===== config.mk =====
export PLATFORM = sky130hd
export DESIGN_NAME = y_response_compactor
export DESIGN_NICKNAME = d
export VERILOG_FILES = /design/src/rtl/y_compactor_pkg.sv /design/src/rtl/y_fold.sv /design/src/rtl/y_response_compactor.sv
export SDC_FILE = /design/constraint.sdc
export NUM_CORES = 1
export LEC_CHECK = 0
export ABC_AREA = 1
export BUFFER_PORTS_ARGS = -buffer_cell sky130_fd_sc_hd__buf_4
export CAP_MARGIN = 10
export CORE_AREA = 2 2 184 186
export CTS_CLUSTER_DIAMETER = 30
export DETAILED_ROUTE_END_ITERATION = 10
export DIE_AREA = 0 0 186 188
export SLEW_MARGIN = 20
export SYNTH_ARGS = -nofsm -noshare
export SYNTH_HDL_FRONTEND = slang
export SYNTH_SLANG_ARGS = --single-unit

===== constraint.sdc =====
create_clock -name clk -period 2.7 [get_ports clk]
set_clock_uncertainty 0.1 [all_clocks]
set_input_delay 0.27 -clock clk [delete_from_list [all_inputs] [get_ports clk]]
set_output_delay 0.27 -clock clk [all_outputs]
set_load 0.01 [all_outputs]

===== src/rtl/y_compactor_pkg.sv =====
// rtl/y_compactor_pkg.sv - shared types and constants for the response compactor
package y_compactor_pkg;

  typedef enum logic [1:0] {
    ST_IDLE = 2'd0,
    ST_RUN  = 2'd1,
    ST_DONE = 2'd2
  } state_t;

  localparam logic [31:0] DEFAULT_POLY = 32'h04C1_1DB7;
  localparam logic [31:0] DEFAULT_SEED = 32'hFFFF_FFFF;

  // Number of SIG_WIDTH-wide slices needed to cover the zero-extended response bus.
  function automatic int slice_count(input int y_width, input int sig_width);
    return (y_width + sig_width - 1) / sig_width;
  endfunction

endpackage


===== src/rtl/y_fold.sv =====
// rtl/y_fold.sv - combinational XOR fold of the response bus into one signature-wide word
module y_fold
  import y_compactor_pkg::*;
#(
  parameter int Y_WIDTH   = 385,
  parameter int SIG_WIDTH = 32
) (
  input  logic [Y_WIDTH-1:0]   i_y,
  output logic [SIG_WIDTH-1:0] o_fold
);

  localparam int N_SLICES = slice_count(Y_WIDTH, SIG_WIDTH);
  localparam int EXT_W    = N_SLICES * SIG_WIDTH;

  logic [EXT_W-1:0]     w_y_ext;
  logic [SIG_WIDTH-1:0] w_acc;

  assign w_y_ext = EXT_W'(i_y);

  always_comb begin
    w_acc = '0;
    for (int s = 0; s < N_SLICES; s++) begin
      w_acc = w_acc ^ w_y_ext[s*SIG_WIDTH +: SIG_WIDTH];
    end
  end

  assign o_fold = w_acc;

endmodule


===== src/rtl/y_response_compactor.sv =====
// rtl/y_response_compactor.sv - MISR response compactor with run FSM and final signature compare
module y_response_compactor
  import y_compactor_pkg::*;
#(
  parameter int                   Y_WIDTH     = 385,
  parameter int                   SIG_WIDTH   = 32,
  parameter logic [SIG_WIDTH-1:0] POLY        = DEFAULT_POLY,
  parameter logic [SIG_WIDTH-1:0] SEED        = DEFAULT_SEED,
  parameter int                   NUM_VECTORS = 21
) (
  input  logic                 clk,
  input  logic                 rst_n,
  input  logic                 start,
  input  logic                 y_valid,
  input  logic [Y_WIDTH-1:0]   y,
  input  logic [SIG_WIDTH-1:0] exp_sig,
  input  logic                 done_ack,
  output logic                 busy,
  output logic [15:0]          vec_count,
  output logic [SIG_WIDTH-1:0] sig,
  output logic                 done,
  output logic                 pass
);

  localparam logic [15:0] LAST_COUNT = 16'(NUM_VECTORS - 1);

  state_t               r_state;
  state_t               w_state_nxt;
  logic [SIG_WIDTH-1:0] r_sig;
  logic [15:0]          r_cnt;
  logic                 r_pass;
  logic                 r_busy;
  logic                 r_done;

  logic [SIG_WIDTH-1:0] w_fold;
  logic [SIG_WIDTH-1:0] w_next_sig;
  logic                 w_accept;
  logic                 w_last;

  y_fold #(
    .Y_WIDTH  (Y_WIDTH),
    .SIG_WIDTH(SIG_WIDTH)
  ) u_fold (
    .i_y   (y),
    .o_fold(w_fold)
  );

  assign w_next_sig = {r_sig[SIG_WIDTH-2:0], 1'b0}
                    ^ (r_sig[SIG_WIDTH-1] ? POLY : '0)
                    ^ w_fold;
  assign w_accept   = (r_state == ST_RUN) && y_valid;
  assign w_last     = (r_cnt == LAST_COUNT);

  always_comb begin
    w_state_nxt = r_state;
    case (r_state)
      ST_IDLE: if (start) w_state_nxt = ST_RUN;
      ST_RUN:  if (w_accept && w_last) w_state_nxt = ST_DONE;
      ST_DONE: if (done_ack) w_state_nxt = ST_IDLE;
      default: w_state_nxt = ST_IDLE;
    endcase
  end

  always_ff @(posedge clk or negedge rst_n) begin
    if (!rst_n) begin
      r_state <= ST_IDLE;
    end else begin
      r_state <= w_state_nxt;
    end
  end

  // busy/done are registered from the next state so every output comes straight off a flop.
  always_ff @(posedge clk or negedge rst_n) begin
    if (!rst_n) begin
      r_sig  <= '0;
      r_cnt  <= '0;
      r_pass <= 1'b0;
      r_busy <= 1'b0;
      r_done <= 1'b0;
    end else begin
      r_busy <= (w_state_nxt == ST_RUN);
      r_done <= (w_state_nxt == ST_DONE);
      if (r_state == ST_IDLE && start) begin
        r_sig  <= SEED;
        r_cnt  <= '0;
        r_pass <= 1'b0;
      end else if (w_accept) begin
        r_sig <= w_next_sig;
        r_cnt <= r_cnt + 16'd1;
        if (w_last) begin
          r_pass <= (w_next_sig == exp_sig);
        end
      end
    end
  end

  assign busy      = r_busy;
  assign done      = r_done;
  assign pass      = r_pass;
  assign sig       = r_sig;
  assign vec_count = r_cnt;

endmodule


==> results.tsv <==
metric	value	unit
Synth-to-Final Area Change	41.9	%
Core Box Area	33100	µm²
Mapped Avg Cell Area	5.00	µm²
Starting Density	30.7	%
CTS tree	yes	
clock transition at the registers of the reported paths	0.09	ns
Layout Nets	2939	
dpl cell area	14300	µm²
Worst EP required	2.84	ns
Die Span X	186	µm
post-DR wirelength/cell	11.8	µm
Final period util	88.2	%
# DRC	0	
synth top area cells	nand2_1 (37%), inv_1 (16%), dfrtp_1 (13%), xnor2_1 (6.6%), xor2_1 (6.4%)	
post-synthesis register bit count	53	
area leader, netlist	nand2_1	
total CTS buffers	5	
Max Cap Viol	0	
register area share after synthesis	13.0	%
flop2flop setup slack	0.32	ns
arrival time worst endpoint	2.52	ns
CP Max Fanout	9	
start point of the critical path	sig[31]	
post-synth net total	2461	
die height	188	µm
crit path kind	reg -> reg	
antenna cells	0	
first-pass GRT wire length	55100	µm
Cells after Synth	2037	
final core utilization	43.6	%
die area	35000	µm²
DRT iter0 DRCs	354	
Reg2Reg Depth	19	
Post-DRT Antenna Nets	0	
minimum clock period	2.38	ns
layout cells sized above 1	20.2	%
initial antenna violation count	0	
Most used DFF post-synth	dfrtp_1	
max frequency	420	MHz
r2r endpoint	pass	
post-route cell area	14400	µm²
Tot Pwr	7.31	mW
First-pass DRT Iterations	5	
Distinct cells, synth	34	
Routed WL	35100	µm
number of synthesized flops with an enable pin	0	
Synth Warn #	0	
Cell Rows	67	
Layout Cells excl Fill	2964	
top cells by count, synth	nand2_1 (1016), inv_1 (423), nand3_1 (129), nor2_1 (104), xnor2_1 (77)	
Crit. End Element	register	
P_leak	9.49	nW
routed via count	12900	
H-tree levels	2	
GRT Total Usage	19.5	%
Longest Clk Path Bufs	2	
Async SR Flop Fraction	100	%
largest net degree at the start of global routing	54	
I/O Buffers	472	
vias in the first global route	12200	
cell area after synthesis	10200	µm²
global route overflow	0	
Sink Count	53	
peak supply drop	269	µV
Synth top area share	37.5	%
final setup TNS	0	ns
status	finished, final reports clean	
reg2reg start	sig[31]	
drt via density	4.35	
Routability Congestion	0.805	
Max-slew headroom	46.3	%
max-slew violations	0	
Clock Root Buffer	clkbuf_16	
pwr dens	506	nW/µm²
Setup crit end	pass	
type of origin of the critical path	register	
io pins	473	
worst min path class	in -> reg	
dpl cells	2955	
Hold Path Cell Cnt	4	
RSZ-0062 raised after global routing	no	
later-pin clock latency in the skew report	0.31	ns
Slew @ Worst Pin	0.806	ns
post-DP HPWL	30700	µm
final hold viol count	0	
most common cell in the netlist	nand2_1	
Final setup viols	0	
flip-flops by register name, summed over array words and instances, names as in the netlist:
name / flops
busy: 1
done: 1
pass: 1
r_state: 2
sig: 32
vec_count: 16
per-layer routing:
metal	share of wire (%)	global-route usage [%]	up-vias
met2	51	37.9	330
met4	2.9	5.97	0
li1	-	-	6998
met3	7.1	4.12	54
met1	39	20.7	5501
met5	0	0	-
stage by stage:
step | hold slack, ns | setup slack (ns)
after floorplan | -0.126 | 0.798
after global placement | 0.312 | 0.395
after detailed placement | 0.319 | 0.273
after CTS | 0.211 | 0.230
after global routing | 0.266 | 0.0312
final | 0.221 | 0.320
how the worst min path moves through the flow:
stage	end	startpoint	slack (ns)
floorplan	busy	rst_n	-0.13
global placement	sig[18]	rst_n	0.31
detailed placement	busy	rst_n	0.32
CTS	done	done_ack	0.21
global route	done	done_ack	0.27
finish	done	done_ack	0.22
logic make-up after synthesis:
group	count (synthesis)	synth area share, %
compound gates	59	3.85
flops	53	13.0
buf+inv	437	16.4
xor+xnor	151	13.0
simple gates	1335	53.5
fa+ha+maj	2	0.246
layout make-up:
type                    count  area (µm²)
flip-flops and latches     53        1330
inverters                 426        1600
repair buffers            482        3620
fillers                  3609       18700
clock buffers               5         125
clock inverters             3        25.0
well taps                 448         561
multi-input cells        1547        7190
placed cells by master (no fill, tap or decap), drive strengths merged, types with 2 or more instances in the layout:
master and n:
a21oi 19, a22oi 11, a31oi 3, a32oi 12
buf 481, clkbuf 5, clkinv 2, dfrtp 53
ha 2, inv 426, nand2 1019, nand3 130
nand3b 42, nand4 20, nor2 107, nor3 7
nor4 4, o21ai 10, o31ai 2, or2 5
xnor2 77, xor2 74
where the power goes:
part / total, mW / switching (mW) / internal [mW] / leakage, nW
logic: 5.17 / 3.01 / 2.16 / 8.80
clock network: 0.719 / 0.368 / 0.352 / 0.0704
registers: 1.43 / 0.325 / 1.10 / 0.628
timing repair:
item                                    4_1_cts  5_1_grt
endpoints found under the setup margin        0        1
hold buffers                                  1        0
hold endpoints to repair                     53        0
setup buffers                                 0        0
gates resized for setup                       0        1
worst max-delay path: stages, from the launching register on:
cell and delay, ns:
dfrtp_1 0.55, buf_4 0.26, nand2_1 0.06, nand2_1 0.11, inv_1 0.05, nand2_1 0.05
nand2_1 0.06, nand2_1 0.09, inv_1 0.05, nor2_1 0.09, nand2_1 0.06, nand3_1 0.06
nand2_1 0.05, inv_1 0.04, nand2_1 0.04, nor2_1 0.15, nand2_1 0.08, nor2_1 0.16
nand2_1 0.09, a21oi_2 0.11
Power figures use the tool's default switching activity.
